===== src/rtl/srt4_seq.sv =====
// -----------------------------------------------------------------------------
// srt4_seq
// Control sequencer for an 8-bit radix-4 SRT divider. The datapath (P, A, B
// registers, shared 8-bit inbus/outbus) does all arithmetic; this block only
// walks the operation through its phases and emits one control vector per
// cycle.
//
// Operation: load P (dividend high byte), A (dividend low byte), B (divisor);
// normalise B until its MSB is set (or give up after NMAX shifts and flag a
// divide-by-zero); run ITERS radix-4 iterations with digits in {-2..+2};
// correct a negative remainder; shift the remainder back by the same number
// of normalisation steps; drive quotient then remainder onto outbus.
//
// Ports:
//   clk             in   rising-edge clock
//   rst_b           in   asynchronous active-low reset
//   beginSignal     in   start request, only looked at in IDLE
//   b7              in   B[7], divisor MSB, drives normalisation
//   msbp            in   P sign bit, drives remainder correction
//   p_top           in   P[8:6] (two's complement), selects the quotient digit
//   control_signals out  datapath control vector (bit map below)
//   endSignal       out  one-cycle completion pulse
//   divZero         out  divisor was zero; held until the next accepted start
//   busy            out  high in every state except IDLE
//
// Handshake: beginSignal is a level sampled on the rising edge while the
// sequencer sits in IDLE; once accepted it is ignored until the sequencer
// returns to IDLE. endSignal is high for exactly the DONE cycle.
//
// Control bit map:
//   c0 ldP   c1 ldA   c2 ldB   c3 normalise shift (B<<1, P:A<<1)
//   c4 P:A<<2        c5 +B    c6 -B    c7 +2B    c8 -2B
//   c9 q-digit write c10 digit negative  c11 digit magnitude 2
//   c12 correction (P+=B, Q-=1)  c13 P>>1  c14 outbus<=Q  c15 outbus<=P
//   c16 clear counters/Q
// -----------------------------------------------------------------------------
module srt4_seq #(
    parameter int CSW   = 17,
    parameter int ITERS = 4,
    parameter int NMAX  = 7
) (
    input  logic           clk,
    input  logic           rst_b,
    input  logic           beginSignal,
    input  logic           b7,
    input  logic           msbp,
    input  logic [2:0]     p_top,
    output logic [CSW-1:0] control_signals,
    output logic           endSignal,
    output logic           divZero,
    output logic           busy
);

    // Control bit positions.
    localparam int C_LDP   = 0;
    localparam int C_LDA   = 1;
    localparam int C_LDB   = 2;
    localparam int C_NORM  = 3;
    localparam int C_SH2   = 4;
    localparam int C_ADDB  = 5;
    localparam int C_SUBB  = 6;
    localparam int C_ADD2B = 7;
    localparam int C_SUB2B = 8;
    localparam int C_QWR   = 9;
    localparam int C_QNEG  = 10;
    localparam int C_QMAG2 = 11;
    localparam int C_CORR  = 12;
    localparam int C_DENRM = 13;
    localparam int C_OUTQ  = 14;
    localparam int C_OUTR  = 15;
    localparam int C_CLR   = 16;

    localparam logic [2:0] NMAX_C     = 3'(NMAX);
    localparam logic [1:0] ITER_LAST  = 2'(ITERS - 1);

    typedef enum logic [3:0] {
        S_IDLE   = 4'd0,
        S_LD_P   = 4'd1,
        S_LD_A   = 4'd2,
        S_LD_B   = 4'd3,
        S_NORM   = 4'd4,
        S_ITER   = 4'd5,
        S_CORR   = 4'd6,
        S_DENORM = 4'd7,
        S_OUT_Q  = 4'd8,
        S_OUT_R  = 4'd9,
        S_DONE   = 4'd10
    } state_t;

    state_t         state_q, state_d;
    logic [2:0]     cnt1_q, cnt1_d;   // normalisation shifts taken
    logic [1:0]     cnt2_q, cnt2_d;   // iteration index
    logic           dz_q, dz_d;
    logic [CSW-1:0] ctrl_d;
    logic           end_d;

    always_ff @(posedge clk or negedge rst_b) begin
        if (!rst_b) begin
            state_q <= S_IDLE;
            cnt1_q  <= 3'd0;
            cnt2_q  <= 2'd0;
            dz_q    <= 1'b0;
        end else begin
            state_q <= state_d;
            cnt1_q  <= cnt1_d;
            cnt2_q  <= cnt2_d;
            dz_q    <= dz_d;
        end
    end

    always_comb begin
        state_d = state_q;
        cnt1_d  = cnt1_q;
        cnt2_d  = cnt2_q;
        dz_d    = dz_q;
        ctrl_d  = '0;
        end_d   = 1'b0;

        case (state_q)
            S_IDLE: begin
                ctrl_d[C_CLR] = 1'b1;
                cnt1_d        = 3'd0;
                cnt2_d        = 2'd0;
                if (beginSignal) begin
                    state_d = S_LD_P;
                    dz_d    = 1'b0;
                end
            end

            S_LD_P: begin
                ctrl_d[C_LDP] = 1'b1;
                state_d       = S_LD_A;
            end

            S_LD_A: begin
                ctrl_d[C_LDA] = 1'b1;
                state_d       = S_LD_B;
            end

            S_LD_B: begin
                ctrl_d[C_LDB] = 1'b1;
                state_d       = S_NORM;
            end

            S_NORM: begin
                if (b7) begin
                    state_d = S_ITER;
                    cnt2_d  = 2'd0;
                end else if (cnt1_q != NMAX_C) begin
                    ctrl_d[C_NORM] = 1'b1;
                    cnt1_d         = cnt1_q + 3'd1;
                end else begin
                    // B never acquired a leading one: the divisor is zero.
                    dz_d    = 1'b1;
                    state_d = S_DONE;
                end
            end

            S_ITER: begin
                ctrl_d[C_SH2] = 1'b1;
                ctrl_d[C_QWR] = 1'b1;
                // Digit selection straight from the current P top bits.
                // A positive digit subtracts that multiple of B, a negative
                // digit adds it back.
                case (p_top)
                    3'b001: ctrl_d[C_SUBB] = 1'b1;
                    3'b010,
                    3'b011: begin
                        ctrl_d[C_SUB2B] = 1'b1;
                        ctrl_d[C_QMAG2] = 1'b1;
                    end
                    3'b100,
                    3'b101: begin
                        ctrl_d[C_ADD2B] = 1'b1;
                        ctrl_d[C_QNEG]  = 1'b1;
                        ctrl_d[C_QMAG2] = 1'b1;
                    end
                    3'b110: begin
                        ctrl_d[C_ADDB] = 1'b1;
                        ctrl_d[C_QNEG] = 1'b1;
                    end
                    default: ;  // 000 and 111 select digit 0
                endcase
                if (cnt2_q == ITER_LAST) begin
                    state_d = S_CORR;
                end else begin
                    cnt2_d = cnt2_q + 2'd1;
                end
            end

            S_CORR: begin
                ctrl_d[C_CORR] = msbp;
                state_d        = S_DENORM;
            end

            S_DENORM: begin
                // Undo exactly as many shifts as normalisation applied.
                if (cnt1_q != 3'd0) begin
                    ctrl_d[C_DENRM] = 1'b1;
                    cnt1_d          = cnt1_q - 3'd1;
                end else begin
                    state_d = S_OUT_Q;
                end
            end

            S_OUT_Q: begin
                ctrl_d[C_OUTQ] = 1'b1;
                state_d        = S_OUT_R;
            end

            S_OUT_R: begin
                ctrl_d[C_OUTR] = 1'b1;
                state_d        = S_DONE;
            end

            S_DONE: begin
                end_d   = 1'b1;
                state_d = S_IDLE;
            end

            default: state_d = S_IDLE;
        endcase
    end

    // Outputs are forced low while reset is asserted, so an abort silences the
    // datapath in the same cycle rather than at the next clock edge.
    assign control_signals = rst_b ? ctrl_d : '0;
    assign endSignal       = rst_b & end_d;
    assign busy            = rst_b & (state_q != S_IDLE);
    assign divZero         = dz_q;

endmodule


===== config.mk =====
export PLATFORM = sky130hd
export DESIGN_NAME = srt4_seq
export DESIGN_NICKNAME = d
export VERILOG_FILES = /design/src/rtl/srt4_seq.sv
export SDC_FILE = /design/constraint.sdc
export NUM_CORES = 1
export LEC_CHECK = 0
export BUFFER_PORTS_ARGS = -buffer_cell sky130_fd_sc_hd__buf_4
export CELL_PAD_IN_SITES_DETAIL_PLACEMENT = 2
export CELL_PAD_IN_SITES_GLOBAL_PLACEMENT = 2
export CORE_MARGIN = 8
export CORE_UTILIZATION = 30
export CTS_BUF_LIST = sky130_fd_sc_hd__clkbuf_8 sky130_fd_sc_hd__clkbuf_16
export CTS_CLUSTER_SIZE = 40
export DETAILED_ROUTE_END_ITERATION = 8
export PLACE_DENSITY_LB_ADDON = 0.1
export SLEW_MARGIN = 30
export SYNTH_ARGS = -nofsm -noshare
export SYNTH_HDL_FRONTEND = slang
export SYNTH_SLANG_ARGS = --single-unit

===== constraint.sdc =====
create_clock -name clk -period 2.95 [get_ports clk]
set_clock_uncertainty 0.2 [all_clocks]
set_input_delay 0.59 -clock clk [delete_from_list [all_inputs] [get_ports clk]]
set_output_delay 0.59 -clock clk [all_outputs]
set_load 0.02 [all_outputs]

==> metrics <==
status=finished, final reports clean; worst hold slack=0.301 ns; r2r worst-path depth=5; worst endpoint required time=2.16 ns; Mean Syn Cell Area=8.50 um^2; share of cells above drive strength 1=32.6%; worst slew pin tran=0.499 ns; CTS buffer count=3; final WL=2780 um; hold path cells=1; initial antenna violation count=0; DRC viols=0; post-synthesis register bit count=10; total grt overflow=0; Mapped Area=867 um^2; worst hold start=cnt2_q[1]; # diodes=0; r2r startpoint=state_q[3]; wire per inst=17.0 um; GR Util All Layers=12.1%; syn nets=114; setup bufs post-CTS=0; H-tree levels=1; Max Cap Viol=0; I/O Pins=28; Die Wd=69.8 um; largest net degree at the start of global routing=18; Warnings, synthesis=0; TritonCTS clock tree=built; placed cell count=158; Synth top cells by count=nor2_1 (13), dfrtp_1 (10), inv_1 (7), nand2_1 (7), nor3_1 (7); RSZ-0062 raised after global routing=false; first-pass GRT wire length=5000 um; DRT iter0 DRCs=17; via density per instance=approximately 5.4; DR vias=877; total negative slack=0 ns; fin crit share=93.9%; height of the die=69.8 um; core box area=0.00276 mm^2; Clock Tree Buf Depth=2; # setup viols final=0; root buf cell=clkbuf_8; Pre-antenna DRT Iters=4; vias in the first global route=980; Port Buffers=27; # fillers=324; Die ar.=0.00487 mm^2; pre-CTS WS=0.552 ns; Rel. slew slack=66.7%; Max Freq=361 MHz; antenna-violating nets left=0; largest area contributor in the netlist=dfrtp_1; Final Hold Violating Endpoints=0; placed cell area=0.00110 mm^2; ys flop type=dfrtp_1; Pwr per Cell Area=roughly 910 mW/mm^2; ranking of synthesized cells by area=dfrtp_1 (29%), nor2_1 (5.6%), ha_1 (4.3%); Worst Path Class, Setup=in2out; Final Max Tran Viols=0; Final Non-Filler Cells=163; worst hold endpoint=cnt2_q[1]; Post-synth EDFFs=0; Gate Count Post-Synth=102; design area=0.00116 mm^2; arrival time worst endpoint=1.98 ns; Hold WC Path Type=reg2reg; Yosys top cell area share=28.9%; Critical R2R Capture=cnt1_q[2]; num rows=19; DP Wirelength=about 2100 um; RePlAce Congestion=0.810; critical path peak fanout=7; sequential area share after synthesis=between 20 and 30%; synth unique cells=39; startpoint types=primary input; R2R setup slack=0.76 ns; CP Capture Type=output port; Sink Count=10; area grow syn2layout=34.1%; final worst slack=0.179 ns; Leakage=between 0.5 and 0.6 nW; IR drop worst, VDD=between 0.4 and 0.5 mV; Clock transition at path regs=0.05 ns; count leader, synth=nor2_1; post-layout min period=2.77 ns; Initial Util=31.4%; Clock Latency Late Sink=0.24 ns; FFs w/ async S/R, synth=100%; fin nets=145
## metrics by stage
stage | utilization (%) | total power [mW]
finish | 42.2 | 1.06
floorplan | - | 0.708
global placement | 39.8 | 0.857
detailed placement | 39.8 | 0.878
CTS | 42.2 | 1.06
global route | 42.2 | 1.15
## routing by layer
layer  share of wire [%]  track usage (%)  vias to the layer above
met5                   0                0                        -
met4                 1.3             4.02                        0
met3                 6.1             3.58                        6
met2                  47             19.5                       22
met1                  46             14.9                      423
li1                    -                -                      426
## report_power, final
part | internal (mW) | switching, mW | leakage (nW) | total [mW]
Sequential | 0.186 | 0.115 | 0.130 | 0.301
Combinational | 0.272 | 0.306 | 0.426 | 0.578
Clock | 0.118 | 0.0594 | 0.0288 | 0.177
Total | 0.576 | 0.481 | 0.585 | 1.06
## flip-flops by register name, indices dropped and copies added (netlist names)
signal,cells
state_q,4
cnt1_q,3
cnt2_q,2
divZero,1
## worst max-delay path, stage by stage
cell           delay, ns
dlygate4sd3_1       0.52
buf_4               0.15
and4b_1             0.29
nand2_1             0.09
nor3_1              0.16
buf_4               0.17
## what timing repair did
| item | CTS | global route |
|---|---|---|
| hold endpoints to repair | 2 | 0 |
| resized for setup | 0 | 0 |
| hold buffers | 1 | 0 |
## area by class of cell
cell class	instances	area (um^2)	share of cell area [%]
Clock buffer	4	55.1	4.74
Tap cell	31	38.8	3.34
Timing Repair Buffer	31	235	20.2
Sequential cell	10	250	21.5
Inverter	7	26.3	2.26
Multi-Input combinational cell	80	557	47.9
## placed cells by master (no fill, tap or decap), drive strengths merged, types with 3 or more instances in the layout
master / count
ha: 3
nor3: 7
clkbuf: 4
and3: 3
nand2: 7
buf: 30
and2: 6
dfrtp: 10
nor2b: 3
a21oi: 6
nor2: 13
inv: 7
## worst max-delay path by stage
| stage | to | start | slack, ns |
|---|---|---|---|
| after floorplan | control_signals[5] | state_q[2] | 0.50 |
| after global placement | control_signals[5] | state_q[2] | 0.60 |
| after detailed placement | control_signals[5] | state_q[2] | 0.55 |
| after CTS | control_signals[5] | rst_b | 0.18 |
| after global routing | control_signals[5] | rst_b | 0.05 |
| final | control_signals[5] | rst_b | 0.18 |
## logic make-up (layout without fill, tap and decap cells)
family / count (synthesis) / after routing / share of synthesized area, %
AOI/OAI and AO/OA: 19 / 19 / 17.6
muxes: 3 / 3 / 3.75
DFF: 10 / 10 / 28.9
and+or+nand+nor: 54 / 54 / 36.2
adders and majority gates: 4 / 4 / 6.64
buffers and inverters: 12 / 42 / 6.93
No activity file was read; power rests on OpenSTA's default activity.
